<file path="config.mk">
export PLATFORM = sky130hd
export DESIGN_NAME = alu_rs
export DESIGN_NICKNAME = d
export VERILOG_FILES = /design/src/rtl/alu_pkg.sv /design/src/rtl/alu_rs_pick.sv /design/src/rtl/alu_rs.sv
export SDC_FILE = /design/constraint.sdc
export NUM_CORES = 1
export LEC_CHECK = 0
export CAP_MARGIN = 20
export CORE_MARGIN = 2
export CORE_UTILIZATION = 40
export DETAILED_ROUTE_END_ITERATION = 16
export PLACE_DENSITY = 0.68
export SETUP_SLACK_MARGIN = 0.3
export SYNTH_ARGS = -nofsm -noshare
export SYNTH_HDL_FRONTEND = slang
export SYNTH_SLANG_ARGS = --single-unit
</file>
<file path="constraint.sdc">
create_clock -name clk_in -period 4.1 [get_ports clk_in]
set_clock_uncertainty 0.1 [all_clocks]
set_input_delay 0.82 -clock clk_in [delete_from_list [all_inputs] [get_ports clk_in]]
set_output_delay 0.82 -clock clk_in [all_outputs]
set_load 0.02 [all_outputs]
</file>
<file path="src/rtl/alu_pkg.sv">
// Shared ALU definitions: opcode encodings and datapath widths.
// Opcodes 4'b1100..4'b1111 are accepted by the station but produce a zero result.
package alu_pkg;

    localparam int ALU_OP_W = 4;
    localparam int XLEN     = 32;

    localparam logic [ALU_OP_W-1:0] AUIPC = 4'd0;
    localparam logic [ALU_OP_W-1:0] ADD   = 4'd1;
    localparam logic [ALU_OP_W-1:0] SUB   = 4'd2;
    localparam logic [ALU_OP_W-1:0] AND   = 4'd3;
    localparam logic [ALU_OP_W-1:0] OR    = 4'd4;
    localparam logic [ALU_OP_W-1:0] XOR   = 4'd5;
    localparam logic [ALU_OP_W-1:0] SLL   = 4'd6;
    localparam logic [ALU_OP_W-1:0] SRL   = 4'd7;
    localparam logic [ALU_OP_W-1:0] SRA   = 4'd8;
    localparam logic [ALU_OP_W-1:0] SLT   = 4'd9;
    localparam logic [ALU_OP_W-1:0] SLTU  = 4'd10;
    localparam logic [ALU_OP_W-1:0] LUI   = 4'd11;

    function automatic logic op_result_zero(input logic [ALU_OP_W-1:0] op);
        return op[3] & op[2];
    endfunction

endpackage

</file>
<file path="src/rtl/alu_rs_pick.sv">
// Priority / oldest-first selector: one-hot grant plus binary index of the winner.
// With OLDEST=0 the age input is ignored and the lowest-index request wins.
module alu_rs_pick #(
    parameter int N     = 4,
    parameter int AGE_W = 1,
    parameter bit OLDEST = 1'b0
) (
    input  logic [N-1:0]         req,
    input  logic [N*AGE_W-1:0]   age,
    output logic [N-1:0]         grant,
    output logic [$clog2(N)-1:0] idx
);

    localparam int IDX_W = $clog2(N);

    logic             found;
    logic [AGE_W-1:0] best;

    // Strict greater-than keeps ties with the lower index.
    always_comb begin
        found = 1'b0;
        best  = '0;
        idx   = '0;
        grant = '0;
        for (int unsigned i = 0; i < N; i++) begin
            if (req[i] && (!found || (OLDEST && (age[i*AGE_W +: AGE_W] > best)))) begin
                found    = 1'b1;
                best     = age[i*AGE_W +: AGE_W];
                idx      = IDX_W'(i);
                grant    = '0;
                grant[i] = 1'b1;
            end
        end
    end

endmodule

</file>
<file path="src/rtl/alu_rs.sv">
// ALU reservation station: holds dispatched ops until operands arrive, issues to the ALU,
// registers the tagged result for the CDB. Optional macro ALU_RS_AGE_ORDER_EN: oldest-ready issue.
module alu_rs
    import alu_pkg::*;
#(
    parameter int DEPTH = 4,
    parameter int TAG_W = 4
) (
    input  logic                clk_in,
    input  logic                rst_in,
    input  logic                rdy_in,
    input  logic                flush_in,
    input  logic                disp_valid,
    input  logic [ALU_OP_W-1:0] disp_op,
    input  logic [XLEN-1:0]     disp_vj,
    input  logic                disp_qj_busy,
    input  logic [TAG_W-1:0]    disp_qj,
    input  logic [XLEN-1:0]     disp_vk,
    input  logic                disp_qk_busy,
    input  logic [TAG_W-1:0]    disp_qk,
    input  logic [TAG_W-1:0]    disp_dest,
    output logic                rs_full,
    input  logic                cdb_valid,
    input  logic [TAG_W-1:0]    cdb_tag,
    input  logic [XLEN-1:0]     cdb_value,
    output logic [XLEN-1:0]     alu_op1,
    output logic [XLEN-1:0]     alu_op2,
    output logic [ALU_OP_W-1:0] alu_op,
    input  logic [XLEN-1:0]     alu_result,
    output logic                out_valid,
    output logic [TAG_W-1:0]    out_tag,
    output logic [XLEN-1:0]     out_value
);

    localparam int IDX_W = $clog2(DEPTH);

    typedef struct packed {
        logic                busy;
        logic [ALU_OP_W-1:0] op;
        logic [XLEN-1:0]     vj;
        logic                qj_busy;
        logic [TAG_W-1:0]    qj;
        logic [XLEN-1:0]     vk;
        logic                qk_busy;
        logic [TAG_W-1:0]    qk;
        logic [TAG_W-1:0]    dest;
    } entry_t;

    entry_t             ent [DEPTH];
    entry_t             disp_entry;
    logic [DEPTH-1:0]   busy_vec;
    logic [DEPTH-1:0]   ready_vec;
    logic [DEPTH-1:0]   free_oh;
    logic [IDX_W-1:0]   free_idx;
    logic [DEPTH-1:0]   issue_oh;
    logic [IDX_W-1:0]   issue_idx;
    logic               issue_any;
    logic               disp_fire;
    logic               hit_j;
    logic               hit_k;

    always_comb begin
        busy_vec  = '0;
        ready_vec = '0;
        for (int unsigned i = 0; i < DEPTH; i++) begin
            busy_vec[i]  = ent[i].busy;
            ready_vec[i] = ent[i].busy & ~ent[i].qj_busy & ~ent[i].qk_busy;
        end
    end

    alu_rs_pick #(.N(DEPTH), .AGE_W(1), .OLDEST(1'b0)) u_free_pick (
        .req   (~busy_vec),
        .age   ('0),
        .grant (free_oh),
        .idx   (free_idx)
    );

`ifdef ALU_RS_AGE_ORDER_EN
    localparam int AGE_W = IDX_W + 1;

    logic [AGE_W-1:0]       age [DEPTH];
    logic [DEPTH*AGE_W-1:0] age_flat;

    always_comb begin
        age_flat = '0;
        for (int unsigned i = 0; i < DEPTH; i++) begin
            age_flat[i*AGE_W +: AGE_W] = age[i];
        end
    end

    // Ages of idle entries also advance; they are rewritten to 0 on dispatch.
    always_ff @(posedge clk_in) begin
        if (rst_in) begin
            for (int unsigned i = 0; i < DEPTH; i++) age[i] <= '0;
        end else if (!flush_in && rdy_in) begin
            for (int unsigned i = 0; i < DEPTH; i++) begin
                if (disp_fire && free_oh[i]) age[i] <= '0;
                else if (age[i] != '1)       age[i] <= age[i] + AGE_W'(1);
            end
        end
    end

    alu_rs_pick #(.N(DEPTH), .AGE_W(AGE_W), .OLDEST(1'b1)) u_issue_pick (
        .req   (ready_vec),
        .age   (age_flat),
        .grant (issue_oh),
        .idx   (issue_idx)
    );
`else
    alu_rs_pick #(.N(DEPTH), .AGE_W(1), .OLDEST(1'b0)) u_issue_pick (
        .req   (ready_vec),
        .age   ('0),
        .grant (issue_oh),
        .idx   (issue_idx)
    );
`endif

    assign issue_any = |issue_oh;
    assign rs_full   = ~|free_oh;
    assign disp_fire = disp_valid & ~rs_full;

    assign hit_j = cdb_valid && disp_qj_busy && (disp_qj == cdb_tag);
    assign hit_k = cdb_valid && disp_qk_busy && (disp_qk == cdb_tag);

    always_comb begin
        disp_entry         = '0;
        disp_entry.busy    = 1'b1;
        disp_entry.op      = disp_op;
        disp_entry.vj      = hit_j ? cdb_value : disp_vj;
        disp_entry.qj_busy = disp_qj_busy & ~hit_j;
        disp_entry.qj      = disp_qj;
        disp_entry.vk      = hit_k ? cdb_value : disp_vk;
        disp_entry.qk_busy = disp_qk_busy & ~hit_k;
        disp_entry.qk      = disp_qk;
        disp_entry.dest    = disp_dest;
    end

    always_comb begin
        alu_op1 = '0;
        alu_op2 = '0;
        alu_op  = '0;
        if (issue_any) begin
            alu_op1 = ent[issue_idx].vj;
            alu_op2 = ent[issue_idx].vk;
            alu_op  = ent[issue_idx].op;
        end
    end

    always_ff @(posedge clk_in) begin
        if (rst_in) begin
            for (int unsigned i = 0; i < DEPTH; i++) ent[i] <= '0;
            out_valid <= 1'b0;
            out_tag   <= '0;
            out_value <= '0;
        end else if (flush_in) begin
            for (int unsigned i = 0; i < DEPTH; i++) ent[i].busy <= 1'b0;
            out_valid <= 1'b0;
        end else if (rdy_in) begin
            for (int unsigned i = 0; i < DEPTH; i++) begin
                if (issue_oh[i]) ent[i].busy <= 1'b0;
                if (ent[i].busy && ent[i].qj_busy && cdb_valid && (ent[i].qj == cdb_tag)) begin
                    ent[i].vj      <= cdb_value;
                    ent[i].qj_busy <= 1'b0;
                end
                if (ent[i].busy && ent[i].qk_busy && cdb_valid && (ent[i].qk == cdb_tag)) begin
                    ent[i].vk      <= cdb_value;
                    ent[i].qk_busy <= 1'b0;
                end
            end
            // The free entry is never busy, so this write cannot collide with the loop above.
            if (disp_fire) ent[free_idx] <= disp_entry;
            out_valid <= issue_any;
            if (issue_any) begin
                out_tag   <= ent[issue_idx].dest;
                out_value <= op_result_zero(ent[issue_idx].op) ? '0 : alu_result;
            end
        end
    end

endmodule

</file>
==> run_results.csv, run 1 <==
group,metric,value,unit
logic_synthesis,netlist_instances,1417,
clocking,clock_latency,0.57,ns
logic_synthesis,yosys_register_bits,369,
routing,vias,13970,
logic_synthesis,synth_top_area_cell,"edfxtp_1",
logic_synthesis,ys_types,53,
setup_path,cp-start-kind,"flop",
power_and_ir_drop,vdd_drop_max,0.0002497,V
power_and_ir_drop,power_density,374.9,nW/um^2
setup_path,crit_required,3.18,ns
routing,routed_via_density,6.253,
logic_synthesis,yosys-top-cells-area,"edfxtp_1 (55%), a22o_1 (8.0%), mux2i_1 (7.1%)",
timing,period_share,91.04,%
clocking,cts_buffers,41,
job,drv_cap,0,
timing,min_period,3.733,ns
routing,drt_iter0_drc,1477,
timing,whs,0.3720,ns
cells_and_area,final_cell_mix,"edfxtp_1 (328), clkdlybuf4s50_1 (193), a22o_1 (164), mux2i_1 (128), a31oi_1 (128)",
logic_synthesis,synth_top_area_share,54.77,%
clocking,cts_tree,"built",
clocking,clock_sinks,369,
logic_synthesis,synthFlopType,"edfxtp_1",
floorplan,design.die.area,46670,sq um
floorplan,die_h,216.0,um
logic_synthesis,ys_seq_area_share,59.33,%
floorplan,fp.dieW,216.0,um
floorplan,io-pin-count,262,
clocking,clkTransAtPathRegs,0.06,ns
logic_synthesis,synth-async-reset-ratio,0,%
routing,routed_wl,59.60,mm
cells_and_area,multiInputGateArea,6803,sq um
cells_and_area,instances_no_fill,2234,
routing,dr.pass1.iters,5,
routing,wl_per_cell,26.68,um
timing,final_max_slew_viol_count,0,
power_and_ir_drop,power_leakage,7.842,nW
setup_path,end_kind,"output pin",
logic_synthesis,synth_edf_count,328,
timing,relSlewSlack,32.24,%
cells_and_area,design.final.nets,1764,
timing,setup_viol_count_final,0,
clocking,h-tree-depth,2,
worst_hold_path,hp-class,"flop to flop",
setup_path,cp_max_fo,46,
setup_path,cpPeakStageDelay,0.59,ns
timing,rsz0062_at_grt,"true",
logic_synthesis,synth_nets,1573,
logic_synthesis,yosys_warnings,0,
setup_path,critical_path.top_delay_family,"simple AND/OR/NAND/NOR gates",
grt,antenna_found_initial,3,
grt,grt_use_total,24.98,%
setup_path,cp_slowest_cell,"or3b_2",
logic_synthesis,synthesis.area,17980,sq um
run_status,status,"finished clean",
setup_path,crit_buf_inv,2,
placement,gp_congestion,0.8522,
clocking,cts-root-buf,"clkbuf_16",
cells_and_area,area_delta_synth_final,27.82,%
floorplan,initial_core_util,40.58,%
routing,drcViolationCount,0,
cells_and_area,drive_above_1_share,10.31,%
timing,fmax,0.2679,GHz
logic_synthesis,avgSynthCellArea,12.69,sq um
cells_and_area,regArea,10670,sq um
timing,final-hold-violation-count,0,
setup_path,critPathArrivalTime,2.81,ns
grt,grt.overflow.total,0,
setup_path,crit_chain,"or3b_2, nand2_4, buf_12, o221ai_1, o21ai_1, clkdlybuf4s15_1",
floorplan,core.rowCount,77,
grt,grt_max_degree,67,
placement,io_buffers,261,
placement,place.detailed.hpwl,35.44,mm
clocking,clockBufferDepth,3,
timing,setup_ws,0.3675,ns
grt,grt_pass1_vias,14190,
timing,tightestPinTransition,1.016,ns
routing,drtAntennaViolNets,0,
placement,dpl.cell_count,2150,
cells_and_area,fill_cells,3741,
grt,grt_pass1_wl,88.64,mm
setup_path,criticalPathCategory,"flop to output pin",
placement,pre_cts_ws,0.3461,ns
floorplan,coreArea,44320,sq um
cells_and_area,layout_commonest_cell,"edfxtp_1",
==> metrics by stage <==
step | utilization, % | power, mW | setup TNS (ns) | instance area [sq um]
floorplan | - | 4.658 | -24.85 | 17980
global placement | 48.82 | 5.022 | 0 | 21640
detailed placement | 48.82 | 5.043 | 0 | 21640
CTS | 51.83 | 8.658 | 0 | 22970
global route | 51.87 | 8.855 | 0 | 22990
finish | 51.87 | 8.617 | 0 | 22990
==> registers in the layout (all words and copies together) (netlist names) <==
signal,count
ent,332
out_value,32
out_tag,4
out_valid,1
==> worst register-to-register path, cell delays in order (launching register included) <==
cell and delay, ns:
dfxtp_1 0.49, nor3b_4 0.34, buf_4 0.18, buf_12 0.27, nor3_1 0.12, o41ai_1 0.62
a311oi_4 0.16, buf_4 0.27, a22o_1 0.29
==> layer usage <==
metal | track usage (%) | vias to the layer above | share of wire [%]
li1 | - | 6103 | -
met1 | 32.13 | 7048 | 40
met2 | 41.82 | 702 | 49
met3 | 4.468 | 117 | 7.8
met4 | 9.886 | 0 | 3.3
met5 | 0 | - | 0
==> power breakdown <==
part           internal, mW  switching (mW)
Clock                  2.14            1.52
Combinational         0.270           0.386
Sequential             4.26          0.0499
Total                  6.66            1.95
==> layout make-up <==
class / count / area share [%]
antenna: 3 / 0.03266
clock buffer: 56 / 5.122
clock inverter: 18 / 0.6150
inverter: 4 / 0.06531
multi-input combinational: 865 / 29.59
sequential: 369 / 46.42
tap: 592 / 3.222
timing repair buffer: 327 / 14.93
==> final timing paths <==
kind	start	endpoint	slack (ns)	cells after the start
hold reg to reg	out_value[6]$_SDFFE_PP0P_	out_value[6]$_SDFFE_PP0P_	0.37	1
setup reg to reg	ent[2][82]$_SDFFE_PP1P_	out_value[30]$_SDFFE_PP0P_	1.16	8
hold / removal	out_value[6]$_SDFFE_PP0P_	out_value[6]$_SDFFE_PP0P_	0.37	1
setup / recovery	ent[0][45]$_SDFFCE_PN0P_	alu_op1[0]	0.37	6
==> synthesized netlist by cell type (3+ instances only) <==
cell type    n
mux2i_1    128
xnor2_1     22
o221ai_1    66
buf_4        6
edfxtp_1   328
a222oi_1     4
nand4_1      4
nand3_1     10
a31o_2       3
a22o_1     164
nor2_1      27
clkbuf_1   140
nor3_1      13
and3_1       4
nand2_1     20
nor3b_1      4
or3b_1       3
a31oi_1    129
buf_2       25
buf_6        6
xor2_1      18
o21ai_0     69
inv_1        4
o2bb2ai_1    4
a22oi_1     66
and2_1      64
a21oi_1      8
dfxtp_1     41
==> kinds of logic after synthesis <==
family                    after synthesis  share of synthesized area [%]
and+or+nand+nor                       168                          5.260
DFF                                   369                          59.33
AOI/OAI and AO/OA                     529                          21.97
buffers and inverters                 183                          4.369
muxes                                 128                          7.124
xor gates and xnor gates               40                          1.948
==> what timing repair did <==
action / in CTS / in global routing
resized for setup: 86 / 21
pin swaps: 2 / 0
setup endpoints to repair: 68 / 14
cloned: 1 / 0
hold buffers: 0 / 0
buffers inserted: 4 / 2
(Power assumes the default switching activity.)
==> inputs of run 2 (changes only) <==
- ABC_AREA: unset -> 1
- CORE_UTILIZATION: 40 -> 35
- PLACE_DENSITY: 0.68 -> 0.61
==> run 2 against run 1 <==
  * Largest cell class unchanged
  * Highest routed layer unchanged
  * Register-to-register slack improved by 0.25 ns
  * Final cell count is 40% higher
  * Clock power is 8.5% higher
  * Global-route usage down 2.0 points
  * Flip-flop and latch count unchanged
==> run_results.csv, run 2 <==
group,metric,value,unit
run_status,status,"finished clean",
routing,route.met2.wl,30.86,mm
placement,gp_congestion,0.8693,
logic_synthesis,synthFlopType,"edfxtp_1",
logic_synthesis,synth-simple-area-share,21.54,%
timing,min_period,3.757,ns
routing,top_layer,"met4",
timing,final-hold-violation-count,0,
cells_and_area,layout_commonest_cell,"nand2_1",
worst_hold_path,min_to,"out_valid$_SDFFE_PP0P_",
logic_synthesis,synth_mux_area_share,0,%
logic_synthesis,synth-xor-area-share,0.5043,%
cells_and_area,drive_above_1_share,11.09,%
cells_and_area,fill_cells,5157,
cells_and_area,top_register,"ent",
setup_path,end_kind,"output pin",
cells_and_area,n_antenna_cell,0,
routing,drt_iter0_drc,1587,
grt,grt_max_degree,116,
clocking,clock_sinks,369,
setup_path,cp_max_fo,72,
logic_synthesis,synth_nets,2350,
floorplan,die_h,237.6,um
clocking,cts_buffers,42,
cells_and_area,design.final.nets,2556,
routing,route.met3.wl,5.411,mm
timing,fmax,0.2661,GHz
cells_and_area,final_cell_mix,"nand2_1 (468), nor2_1 (366), edfxtp_1 (328), clkdlybuf4s50_1 (193), o21ai_0 (186)",
logic_synthesis,yosysMostFrequentCell,"nand2_1",
power_and_ir_drop,power_density,379.0,nW/um^2
grt,grt_pass1_vias,16480,
floorplan,design.die.area,56470,sq um
grt,grt.overflow.total,0,
timing,fin_setup_tns,0,ns
logic_synthesis,synth-async-reset-ratio,0,%
logic_synthesis,synth_top_family_by_area,"simple AND/OR/NAND/NOR gates",
setup_path,critPathArrivalTime,2.84,ns
timing,setup_viol_count_final,0,
job,drv_cap,0,
clocking,h-tree-depth,2,
setup_path,r2r-start,"ent[3][82]$_SDFFE_PP1P_",
logic_synthesis,synth_top_area_cell,"edfxtp_1",
power_and_ir_drop,total_power,9.064,mW
clocking,hold_buffers,0,
timing,rsz0062_at_grt,"true",
logic_synthesis,synth_common_cells,"nand2_1 (476), nor2_1 (367), edfxtp_1 (328)",
logic_synthesis,synth_compound_area_share,14.28,%
placement,io_buffers,261,
clocking,cts_tree,"built",
logic_synthesis,netlist_instances,2194,
cells_and_area,area_delta_synth_final,25.19,%
routing,vias,16960,
timing,final_max_slew_viol_count,0,
logic_synthesis,synthesis.area,19100,sq um
logic_synthesis,yosys-top-cells-area,"edfxtp_1 (52%), nand2_1 (9.4%), nor2_1 (7.2%)",
setup_path,crit_required,3.18,ns
grt,antenna_found_initial,0,
setup_path,ff2ff_setup_slack,1.41,ns
floorplan,coreArea,53920,sq um
routing,routed_via_density,5.419,
logic_synthesis,avgSynthCellArea,8.707,sq um
clocking,cts-root-buf,"clkbuf_16",
grt,grt_use_total,22.96,%
timing,period_share,91.65,%
clocking,clkTransAtPathRegs,0.06,ns
setup_path,worstRegToRegCells,11,
setup_path,cp-start-kind,"flop",
placement,place.detailed.hpwl,40.68,mm
setup_path,reg2reg_to,"out_value[13]$_SDFFE_PP0P_",
power_and_ir_drop,power_leakage,10.38,nW
routing,dr.pass1.iters,6,
floorplan,fp.dieW,237.6,um
cells_and_area,largest_reg_flops,332,
logic_synthesis,synth_top_area_share,51.56,%
logic_synthesis,ys_types,39,
routing,drcViolationCount,0,
logic_synthesis,synth_edf_count,328,
worst_hold_path,whs_path_depth,2,
clocking,post-cts-setup-buffers,0,
worst_hold_path,hold_start,"out_valid$_SDFFE_PP0P_",
floorplan,initial_core_util,35.43,%
clocking,clock_latency,0.57,ns
timing,tightestPinTransition,0.8553,ns
logic_synthesis,yosys_warnings,0,
cells_and_area,multiInputGateArea,7039,sq um
floorplan,io-pin-count,262,
logic_synthesis,yosys_register_bits,369,
cells_and_area,largestRegisters,"ent (332), out_value (32), out_tag (4)",
routing,wl_per_cell,21.02,um
setup_path,criticalPathCategory,"flop to output pin",
routing,routed_wl,65.79,mm
clocking,clockBufferDepth,3,
worst_hold_path,hp-class,"flop to flop",
logic_synthesis,synthAdderAreaFrac,0,%
power_and_ir_drop,vdd_drop_max,0.0002551,V
timing,relSlewSlack,42.98,%
routing,met1_length,27.34,mm
routing,drtAntennaViolNets,0,
floorplan,core.rowCount,85,
logic_synthesis,ys_seq_area_share,55.86,%
grt,grt_pass1_wl,98.66,mm
cells_and_area,regArea,10670,sq um
[run 2: cell types whose count changed in the layout (fill, tap and decap cells not counted), sizes merged, moves of 48 or more]
cell         before  now
o21ai            70  256
nor2             29  374
dlygate4sd2      57    9
a31oi           129    0
nand2            20  487
mux2i           128    0
a22oi            66    0
inv               5  184
nand3            10   87
a21oi            12  110
o221ai           66    0
o22ai             2  133
a22o            164    0
and2             64    0
[run 2: what timing repair did]
action                                 in CTS  in global routing
endpoints found under the hold margin       0                  0
resized for setup                          78                107
setup endpoints to repair                  66                 66
pin swaps                                   1                  0
gates cloned                                1                  0
[run 2: cells by family after synthesis]
family	count (synthesis)
buffers and inverters	338
flip-flops	369
AO/OA/AOI/OAI	507
XOR/XNOR	11
AND/OR/NAND/NOR	969
[run 2: power breakdown]
part | total, mW | switching, mW | internal [mW]
clock | 3.96 | 1.58 | 2.38
combinational | 0.805 | 0.498 | 0.307
sequential | 4.30 | 0.0429 | 4.25
[run 2: metrics by stage]
step                hold WS, ns  utilization, %  setup WS, ns  cells  instance area, sq um
detailed placement       0.3840           41.96        0.2571   3051                 22620
finish                   0.3861           44.35        0.3425   3130                 23920
floorplan                0.3980               -        0.7519   2194                 19100
CTS                      0.3933           44.60        0.2566   3130                 24050
global placement         0.3749           41.96        0.3483   3051                 22620
global route             0.4238           44.35        0.1613   3130                 23920
[run 2: critical path: stages (launching register included)]
cell	delay, ns
dfxtp_1	0.46
nand3_1	0.17
nor2_2	0.24
nand2_8	0.10
nand2_4	0.10
buf_16	0.33
nand3_1	0.16
a21oi_1	0.27
dlygate4sd2_1	0.42
[run 2: worst max path at each step]
stage / startpoint / to / slack, ns / cells past startpoint
final: ent[3][82]$_SDFFE_PP1P_ / alu_op[3] / 0.34 / 8
after global routing: ent[2][45]$_DFFE_PP_ / alu_op1[2] / 0.16 / 13
after CTS: ent[2][45]$_DFFE_PP_ / alu_op2[10] / 0.26 / 13
after detailed placement: cdb_tag[2] / ent[0][25]$_DFFE_PP_ / 0.26 / 10
after global placement: cdb_tag[2] / ent[0][25]$_DFFE_PP_ / 0.35 / 10
after floorplan: flush_in / ent[2][10]$_DFFE_PP_ / 0.75 / 10
[run 2: layer usage]
| layer | up-vias | GRT usage, % |
|---|---|---|
| met5 | - | 0 |
| met4 | 0 | 8.729 |
| met3 | 137 | 3.600 |
| met2 | 899 | 37.66 |
| met1 | 8081 | 30.62 |
| li1 | 7846 | - |
[run 2: final cells by class]
class	count	share of cell area (%)
Tap cell	696	3.641
Inverter	186	2.993
Timing Repair Buffer	314	13.32
Sequential cell	369	44.62
Clock inverter	26	1.130
Multi-Input combinational cell	1487	29.43
Clock buffer	52	4.860
==> inputs of run 3 (changes only) <==
- REMOVE_ABC_BUFFERS: unset -> 1
==> run 3 against run 2 <==
  * Flip-flop and latch count unchanged
  * Cell area shrank 0.26%
  * Sequential share of layout area rose by 0.12 points
  * Final cell count is 0.35% higher
  * First-iteration DRC count increased by 11%
==> run_results.csv, run 3 (synthesis results as in run 2) <==
group,metric,value,unit
power_and_ir_drop,power_leakage,10.32,nW
power_and_ir_drop,power_density,362.6,nW/um^2
grt,antenna_found_initial,0,
grt,grt_pass1_vias,16160,
cells_and_area,largestRegisters,"ent (332), out_value (32), out_tag (4)",
routing,dr.pass1.iters,6,
setup_path,cp-start-kind,"flop",
worst_hold_path,hp-class,"flop to flop",
run_status,status,"finished clean",
clocking,h-tree-depth,2,
clocking,cts_buffers,43,
placement,gp_congestion,0.8718,
clocking,clock_latency,0.58,ns
cells_and_area,n_antenna_cell,0,
timing,final_max_slew_viol_count,0,
setup_path,cp_max_fo,20,
cells_and_area,top_register,"ent",
floorplan,fp.dieW,237.6,um
floorplan,io-pin-count,262,
timing,setup_viol_count_final,0,
setup_path,criticalPathCategory,"flop to output pin",
routing,wl_per_cell,20.30,um
routing,routed_wl,63.76,mm
placement,place.detailed.hpwl,40.26,mm
timing,setup_ws,0.3611,ns
clocking,cts-root-buf,"clkbuf_16",
routing,drt_iter0_drc,1769,
job,drv_cap,0,
routing,routed_via_density,5.288,
timing,fmax,0.2675,GHz
cells_and_area,layout_commonest_cell,"nand2_1",
clocking,clock_sinks,369,
timing,relSlewSlack,43.49,%
timing,period_share,91.19,%
grt,grt_use_total,22.41,%
grt,grt_max_degree,116,
floorplan,design.die.area,56470,sq um
floorplan,initial_core_util,35.43,%
setup_path,crit_required,3.18,ns
cells_and_area,largest_reg_flops,332,
placement,io_buffers,261,
setup_path,critPathArrivalTime,2.82,ns
clocking,cts_tree,"built",
clocking,hold_buffers,0,
grt,grt_pass1_wl,96.21,mm
timing,final-hold-violation-count,0,
floorplan,core.rowCount,85,
cells_and_area,design.final.nets,2569,
routing,drtAntennaViolNets,0,
floorplan,coreArea,53920,sq um
clocking,clockBufferDepth,3,
cells_and_area,fill_cells,5153,
floorplan,die_h,237.6,um
power_and_ir_drop,vdd_drop_max,0.0002600,V
clocking,clkTransAtPathRegs,0.06,ns
cells_and_area,drive_above_1_share,11.66,%
setup_path,ff2ff_setup_slack,1.45,ns
placement,pre_cts_ws,0.4218,ns
grt,grt.overflow.total,0,
cells_and_area,area_delta_synth_final,24.87,%
timing,min_period,3.739,ns
timing,rsz0062_at_grt,"true",
clocking,post-cts-setup-buffers,0,
power_and_ir_drop,total_power,8.649,mW
timing,tightestPinTransition,0.8477,ns
cells_and_area,post-route-util,44.24,%
setup_path,end_kind,"output pin",
cells_and_area,final_cell_mix,"nand2_1 (468), nor2_1 (366), edfxtp_1 (328), clkdlybuf4s50_1 (193), o21ai_0 (188)",
routing,drcViolationCount,0,
routing,vias,16610,
[run 3: cell count changes in the layout (fill, tap and decap cells not counted), moves of 5 or more]
cell | previous run | this run
buf_2 | 0 | 6
clkbuf_2 | 47 | 28
clkdlybuf4s15_2 | 3 | 17
a21oi_2 | 8 | 13
a21oi_1 | 102 | 97
buf_6 | 0 | 5
bufinv_16 | 6 | 0
buf_12 | 26 | 19
buf_4 | 27 | 41
[run 3: per-stage QoR]
stage | cell area [sq um] | hold slack [ns] | std cells | TNS (ns)
floorplan | 18320 | 0.3980 | 2042 | -292.22
global placement | 22580 | 0.3715 | 3062 | 0
detailed placement | 22580 | 0.3720 | 3062 | 0
CTS | 23980 | 0.3804 | 3141 | 0
global route | 23850 | 0.3919 | 3141 | 0
finish | 23850 | 0.3832 | 3141 | 0
[run 3: where the power goes]
group | internal, mW | switching (mW)
clock | 1.96 | 1.59
combinational | 0.307 | 0.487
sequential | 4.25 | 0.0445
total | 6.52 | 2.13
[run 3: worst paths after layout]
path,start,endpoint,depth (start not counted)
min reg2reg,out_valid$_SDFFE_PP0P_,out_valid$_SDFFE_PP0P_,2
min,out_valid$_SDFFE_PP0P_,out_valid$_SDFFE_PP0P_,2
max,ent[0][45]$_SDFFCE_PN0P_,alu_op1[22],13
max reg2reg,ent[1][45]$_SDFFCE_PN0P_,ent[1][54]$_DFFE_PP_,11
[run 3: cell type report]
class	count	area (sq um)	area share (%)
sequential	369	10670	44.74
multi-input combinational	1487	7077	29.67
timing repair buffer	326	3242	13.59
clock buffer	54	1127	4.726
tap	696	870.8	3.651
inverter	186	719.4	3.016
clock inverter	23	145.1	0.6084
[run 3: what timing repair did]
item	in CTS	in global routing
cloned	2	0
resized for setup	146	75
pin swaps	0	9
setup endpoints to repair	68	62
[run 3: worst max-delay path, cell delays in order, from the launching register on]
cell,delay [ns]
edfxtp_1,0.42
inv_1,0.09
nand3_2,0.11
nand2_2,0.12
inv_4,0.06
nand2_8,0.11
nand2_4,0.09
inv_8,0.14
bufbuf_16,0.33
nor2_1,0.05
nor2_1,0.07
o21ai_0,0.10
a21oi_2,0.31
clkbuf_2,0.23
[run 3: layer usage]
metal | up-vias | GRT usage [%] | part of all wire (%)
li1 | 7878 | - | -
met1 | 7793 | 29.58 | 41
met4 | 0 | 7.738 | 2.9
met5 | - | 0 | 0
met2 | 817 | 37.64 | 48
met3 | 123 | 3.321 | 8.3
